--- src/rtl/cpu_state_sequencer.sv ---
`default_nettype none
// ============================================================================
//  Module   : cpu_state_sequencer
//  Purpose  : Instruction-phase FSM driving one-hot phase strobes to the decoder
//  Revision : 1.0
// ============================================================================
module cpu_state_sequencer #(
    parameter int MUL_STEPS = 16,
    parameter int CNT_W     = 5
) (
    input  logic             CLK,
    input  logic             CLR,
    input  logic             MRDY,
    input  logic             f_is_D,
    input  logic             t_is_D,
    input  logic             op_MUL,
    input  logic             op_RIT,
    input  logic             op_SVC,
    input  logic             irq_pend,
    output logic             IF0,
    output logic             IF1,
    output logic             FF0,
    output logic             FF1,
    output logic             FF2,
    output logic             TF0,
    output logic             TF1,
    output logic             EX0,
    output logic             EX1,
    output logic             IT0,
    output logic             IT1,
    output logic             IT2,
    output logic             MUL1,
    output logic             MUL2_1,
    output logic             MUL2_2,
    output logic             MUL3,
    output logic             MUL4,
    output logic [CNT_W-1:0] mul_cnt,
    output logic             inst_done,
    output logic             irq_taken
);

    typedef enum logic [16:0] {
        S_IF0    = 17'd1 << 0,
        S_IF1    = 17'd1 << 1,
        S_FF0    = 17'd1 << 2,
        S_FF1    = 17'd1 << 3,
        S_FF2    = 17'd1 << 4,
        S_TF0    = 17'd1 << 5,
        S_TF1    = 17'd1 << 6,
        S_EX0    = 17'd1 << 7,
        S_EX1    = 17'd1 << 8,
        S_IT0    = 17'd1 << 9,
        S_IT1    = 17'd1 << 10,
        S_IT2    = 17'd1 << 11,
        S_MUL1   = 17'd1 << 12,
        S_MUL2_1 = 17'd1 << 13,
        S_MUL2_2 = 17'd1 << 14,
        S_MUL3   = 17'd1 << 15,
        S_MUL4   = 17'd1 << 16
    } state_t;

    localparam logic [CNT_W-1:0] C_MUL_LOAD = CNT_W'(MUL_STEPS);

    state_t           state_q, state_d;
    logic [CNT_W-1:0] mul_cnt_q, mul_cnt_d;
    logic             inst_done_q, inst_done_d;
    logic             irq_taken_q, irq_taken_d;
    logic             w_go_end;

    always_comb begin
        state_d     = state_q;
        mul_cnt_d   = mul_cnt_q;
        inst_done_d = 1'b0;
        irq_taken_d = 1'b0;
        w_go_end    = 1'b0;
        case (state_q)
            S_IF0:    if (MRDY) state_d = S_IF1;
            S_IF1:    state_d = S_FF0;
            S_FF0: begin
                if (op_RIT || op_SVC)  state_d = S_IT0;
                else if (op_MUL)       state_d = S_MUL1;
                else if (f_is_D)       state_d = t_is_D ? S_EX0 : S_TF0;
                else                   state_d = S_FF1;
            end
            S_FF1:    if (MRDY) state_d = S_FF2;
            S_FF2:    state_d = t_is_D ? S_EX0 : S_TF0;
            S_TF0:    state_d = S_TF1;
            S_TF1:    if (MRDY) state_d = S_EX0;
            S_EX0: begin
                if (t_is_D) w_go_end = 1'b1;
                else        state_d  = S_EX1;
            end
            S_EX1:    if (MRDY) w_go_end = 1'b1;
            S_MUL1: begin
                state_d   = S_MUL2_1;
                mul_cnt_d = C_MUL_LOAD;
            end
            S_MUL2_1: state_d = S_MUL2_2;
            S_MUL2_2: begin
                // Saturate at zero so a corrupted count can never wrap.
                if (mul_cnt_q <= CNT_W'(1)) begin
                    mul_cnt_d = '0;
                    state_d   = S_MUL3;
                end else begin
                    mul_cnt_d = mul_cnt_q - CNT_W'(1);
                    state_d   = S_MUL2_1;
                end
            end
            S_MUL3:   if (MRDY) state_d = S_MUL4;
            S_MUL4:   if (MRDY) w_go_end = 1'b1;
            S_IT0:    state_d = S_IT1;
            S_IT1:    if (MRDY) state_d = S_IT2;
            S_IT2: begin
                if (MRDY) begin
                    state_d     = S_IF0;
                    inst_done_d = 1'b1;
                end
            end
            default: begin
                state_d   = S_IF0;
                mul_cnt_d = '0;
            end
        endcase

        // Instruction boundary: the only place a pending interrupt is accepted.
        if (w_go_end) begin
            inst_done_d = 1'b1;
            if (irq_pend) begin
                state_d     = S_IT0;
                irq_taken_d = 1'b1;
            end else begin
                state_d     = S_IF0;
            end
        end
    end

    always_ff @(posedge CLK) begin
        if (CLR) begin
            state_q     <= S_IF0;
            mul_cnt_q   <= '0;
            inst_done_q <= 1'b0;
            irq_taken_q <= 1'b0;
        end else begin
            state_q     <= state_d;
            mul_cnt_q   <= mul_cnt_d;
            inst_done_q <= inst_done_d;
            irq_taken_q <= irq_taken_d;
        end
    end

    assign IF0       = state_q[0];
    assign IF1       = state_q[1];
    assign FF0       = state_q[2];
    assign FF1       = state_q[3];
    assign FF2       = state_q[4];
    assign TF0       = state_q[5];
    assign TF1       = state_q[6];
    assign EX0       = state_q[7];
    assign EX1       = state_q[8];
    assign IT0       = state_q[9];
    assign IT1       = state_q[10];
    assign IT2       = state_q[11];
    assign MUL1      = state_q[12];
    assign MUL2_1    = state_q[13];
    assign MUL2_2    = state_q[14];
    assign MUL3      = state_q[15];
    assign MUL4      = state_q[16];
    assign mul_cnt   = mul_cnt_q;
    assign inst_done = inst_done_q;
    assign irq_taken = irq_taken_q;

endmodule
`default_nettype wire

--- config.mk ---
export PLATFORM = sky130hd
export DESIGN_NAME = cpu_state_sequencer
export DESIGN_NICKNAME = d
export VERILOG_FILES = /design/src/rtl/cpu_state_sequencer.sv
export SDC_FILE = /design/constraint.sdc
export NUM_CORES = 1
export LEC_CHECK = 0
export CAP_MARGIN = 0
export CORE_ASPECT_RATIO = 1.2
export CORE_MARGIN = 4
export CORE_UTILIZATION = 45
export CTS_CLUSTER_SIZE = 25
export DETAILED_ROUTE_END_ITERATION = 10
export GPL_TIMING_DRIVEN = 0
export PLACE_DENSITY = 0.76
export SKIP_CTS_REPAIR_TIMING = 1
export SLEW_MARGIN = 20
export SYNTH_ARGS = -nofsm -noshare
export SYNTH_HDL_FRONTEND = slang
export SYNTH_SLANG_ARGS = --single-unit
--- constraint.sdc ---
create_clock -name CLK -period 2.2 [get_ports CLK]
set_clock_uncertainty 0.2 [all_clocks]
set_input_delay 0.55 -clock CLK [delete_from_list [all_inputs] [get_ports CLK]]
set_output_delay 0.55 -clock CLK [all_outputs]
set_load 0.05 [all_outputs]
==> Yosys cells after proc, flatten, opt, wreduce, memory -nomap -nowiden <==
Cells that the tools add are included.
{ "op_classes": {"n_addsub": 1, "n_lt_le_gt_ge": 1, "eq_ne": 25, "n_mux": 23, "n_bitwise": 1, "reduce_logical": 5} }
{ "ops": {"columns": ["op", "count"], "rows": [
  ["$pmux 17 s16", 1],
  ["$mux 17", 8],
  ["$mux 13", 2],
  ["$ne 3x3->1 const B", 7],
  ["$eq 17x1->1 const B", 1],
  ["$eq 17x10->1 const B", 1],
  ["$eq 17x11->1 const B", 1],
  ["$eq 17x12->1 const B", 1],
  ["$eq 17x13->1 const B", 1],
  ["$eq 17x14->1 const B", 1],
  ["$eq 17x15->1 const B", 1],
  ["$eq 17x16->1 const B", 1],
  ["$eq 17x17->1 const B", 1],
  ["$eq 17x2->1 const B", 1],
  ["$eq 17x3->1 const B", 1],
  ["$eq 17x4->1 const B", 1],
  ["$eq 17x5->1 const B", 1],
  ["$eq 17x6->1 const B", 1],
  ["$eq 17x7->1 const B", 1],
  ["$eq 17x8->1 const B", 1],
  ["$eq 17x9->1 const B", 1],
  ["$mux 16", 1],
  ["$mux 8", 2],
  ["$pmux 5 s3", 1],
  ["other kinds (12)", 17]
]} }
{ "word_totals": {"ff_bits": 24, "output_inout_bits": 24} }

==> Longest topological paths before layout <==
{ "logic_depth": {"word_depth": 6, "depth_mapped": 8} }

==> Worst setup path before layout <==
Ideal clock, no wire load.
{ "synth_timing": {"kind": "flip-flop to flip-flop", "start": "reg state_q[15]", "end": "reg mul_cnt_q[4] (netlist: mul_cnt[4])", "arrival_ns": 2.204, "required_time_ns": 1.867, "slack_ns": -0.337, "path_stages_with_launch": 9, "path_buffers": 2, "synth_period_minus_slack_ns": 2.537, "cell_sequence": "dfxtp_1 > clkbuf_1 > nor4_4 > and4_1 > buf_2 > o2bb2ai_1 > or4_1 > o21ai_1 > a31oi_1"} }
{ "synth_via": {"elab_chain_len": 3, "elab_cells_between_ends": 19, "cone_classes": "eq/ne: 17; mux: 1; reduce/logical: 1"} }
{ "synth_rtl": {"columns": ["item", "line", "source"], "rows": [
  ["start: declaration", "64", "state_t state_q, state_d;"],
  ["start signal: assignment", "144", "state_q <= state_d;"],
  ["$eq 17x12->1 (tied with other cells)", "76", "case (state_q)"],
  ["$reduce_or 15->1 (no line)", null, null],
  ["$pmux 5 s3", "76", null],
  ["end signal: assignment", "145", "mul_cnt_q <= mul_cnt_d;"],
  ["end: declaration", "65", "logic [CNT_W-1:0] mul_cnt_q, mul_cnt_d;"]
]} }
Parallel ways exist; a longest one is shown, timed or not.
A chain may end at the register's enable or synchronous reset.

==> Final worst setup path <==
{ "layout_timing": {"start": "reg state_q[3]", "end": "reg state_q[11]"} }
{ "layout_via": {"elab_chain_len": 5, "elab_cells_between_ends": 30, "cone_classes": "eq/ne: 25; mux: 3; reduce/logical: 2"} }
{ "layout_rtl": {"columns": ["item", "line"], "rows": [
  ["$eq 17x17->1 / $eq 17x9->1 (equally long branches)", "76"],
  ["$reduce_or 2->1 (no line)", null],
  ["$pmux 1 s2", "76"],
  ["$ne 3x3->1 (no line) / $ne 2x1->1 (equally long branches)", null],
  ["$reduce_and 8->1 (no line)", null]
]} }
Parallel ways exist; a longest one is shown, timed or not.

==> metrics.yaml <==
status: "finished, violations left"
violations: "negative setup slack"
synthArstFlopShare_pct: 0
yosys_warnings: 0
dieArea_um2: 4160
cp_max_fo: 6
met1Wirelength_um: 1880
reg2reg_from: "state_q[3]"
core-area_um2: 3060
p_leak_nw: 1.24
drcViolationCount: 0
layout_common_cells: "24 x nor2_1, 24 x dlymetal6s2s_1, 13 x buf_4"
root_buffer: "clkbuf_4"
syn_area_per_cell_um2: 8.30
antenna_found_initial: 0
powerDensity_nw_per_um2: 522
track_usage_pct: 19.6
synth_seq_area_share_pct: 33.4
grt_overflow: 0
wl_met2_um: 2390
wl_met3_um: 268
worstPathArrival_ns: 2.44
synth_area_leader_cell: "dfxtp_1"
syn_area_um2: 1440
period_share_pct: 110
clkTransAtPathRegs_ns: 0.14
end_kind: "flop"
rsz0062_at_grt: "true"
clock_latency_ns: 0.32
antenna_cells: 0
chipWidth_um: 59.6
fillers: 224
r2r_cells: 8
cts_inserted_buffers: 3
fin_util_pct: 73.4
finalInstanceArea_um2: 2240
dpl_cell_area_um2: 1860
ys_ff_latch: 24
worst_pin_slew_ns: 0.531
portBuffers: 31
finalMaxSlewViolations: 0
ys_top_cells_by_area: "dfxtp_1 33%, nor2_1 7.6%, a21oi_1 4.5%, nor3_1 4.5%, xor2_1 3.7%"
vias_per_cell: 6.23
nNetsFinal: 236
multi_input_area_um2: 1050
drv_cap: 0
grt_pass1_wl_um: 6510
setup_ws_ns: -0.210
syn_inst: 173
ant_nets: 0
r2r_slack_ns: -0.21
rows: 22
setup_viol: 20
hold_depth: 2
synth_nets: 184
min_path_type: "reg2reg"
hold_slack_ns: 0.327
worst_setup_path_start_kind: "flop"
fmax_mhz: 415
crit_start: "state_q[3]"
ys_types: 44
grt_pass1_vias: 1427
ys.flop_type: "dfxtp_1"
wl_per_cell_um: 18.0
regArea_um2: 517
slew-limit-headroom_pct: 64.6
die_h_um: 69.9
clkSinkCount: 24
dp_hpwl_um: 2890
endpoint: "state_q[11]"
finalHoldViolCount: 0
start_util_pct: 47.0
r2r_end: "state_q[11]"
top_layer: "met4"
htreeDepth: 1
cp.required_ns: 2.23
drt-total-wl_um: 4680
period_needed_ns: 2.41
drt_iter0_markers: 115
crit_type: "reg2reg"
grt_max_degree: 14
synth_edf_count: 0
dr_total_vias: 1619
gp_congestion: 0.884
clockBufferDepth: 2
drive_gt1_share_pct: 35.7
cts_tree: "built"
io_pins: 33
peakVddDrop_mv: 0.408
syn_to_final_growth_pct: 56.1
drt-pass1-iter-count: 5
netlist.area_leader.share_pct: 33.4
total_power_w: 0.00117
## synth_stat cells, types with 3 or more instances
cell type and count:
nand4_1 5, nand3_1 4, a21oi_1 13, buf_2 3
nand2_1 13, clkbuf_1 5, nor3_1 13, xor2_1 6
nand3b_1 4, nor2_1 29, o21ai_1 5, dfxtp_1 24
inv_1 3, and4_1 3
## registers in the layout (all words and copies together) (netlist names)
signal,flops
state_q,17
mul_cnt,5
inst_done,1
irq_taken,1
## worst max-delay path, stage by stage, from the launching register on
cell and delay, ns:
dfxtp_4 0.37, buf_6 0.13, nor4_4 0.42, nand2_2 0.16, a2111oi_4 0.39, buf_4 0.20
o31ai_4 0.08, and4b_1 0.21, a31o_1 0.18
## layout make-up
| type | instances | share of cell area (%) |
|---|---|---|
| multi-input cells | 137 | 47.0 |
| flip-flops and latches | 24 | 23.0 |
| repair buffers | 47 | 22.4 |
| plain buffers | 9 | 3.40 |
| well taps | 36 | 2.01 |
| clock buffers | 4 | 1.62 |
| inverters | 3 | 0.502 |
## routing by layer
metal  vias up  global-route usage (%)
met5         -                       0
met2        73                    31.1
met1       789                    25.4
li1        741                       -
met4         0                    9.61
met3        16                    2.96
## stage by stage
stage / setup slack [ns] / TNS, ns / instances
4_1_cts: -0.292 / -6.99 / 244
6_report: -0.210 / -2.50 / 260
3_3_place_gp: -0.190 / -2.46 / 240
5_1_grt: -0.269 / -4.06 / 260
2_1_floorplan: -0.0658 / -0.121 / 173
3_5_place_dp: -0.239 / -3.27 / 240
## kinds of logic (layout without fill, tap and decap cells)
| logic type | after synthesis | count (layout) | synth area share (%) |
|---|---|---|---|
| compound gates | 32 | 32 | 16.2 |
| xor+xnor | 7 | 7 | 4.27 |
| fa+ha+maj | 2 | 2 | 1.74 |
| buf+inv | 12 | 63 | 3.66 |
| flops | 24 | 24 | 33.4 |
| mux | 2 | 2 | 1.57 |
| simple gates | 94 | 94 | 39.1 |
## report_power, final
group          total [W]  internal, W  leakage (nW)  switching (W)
Combinational   0.000464     0.000209          1.01       0.000256
Sequential      0.000464     0.000444         0.203      0.0000198
Clock           0.000241     0.000101        0.0210       0.000140
## worst min path at each step
stage	startpoint	endpoint	slack [ns]
2_1_floorplan	state_q[16]	state_q[16]	0.38
3_3_place_gp	state_q[16]	state_q[16]	0.30
3_5_place_dp	state_q[16]	state_q[16]	0.30
4_1_cts	state_q[16]	state_q[16]	0.32
5_1_grt	mul_cnt[3]	mul_cnt[3]	0.35
6_report	mul_cnt[3]	mul_cnt[3]	0.33
No activity file was read; power rests on OpenSTA's default activity.
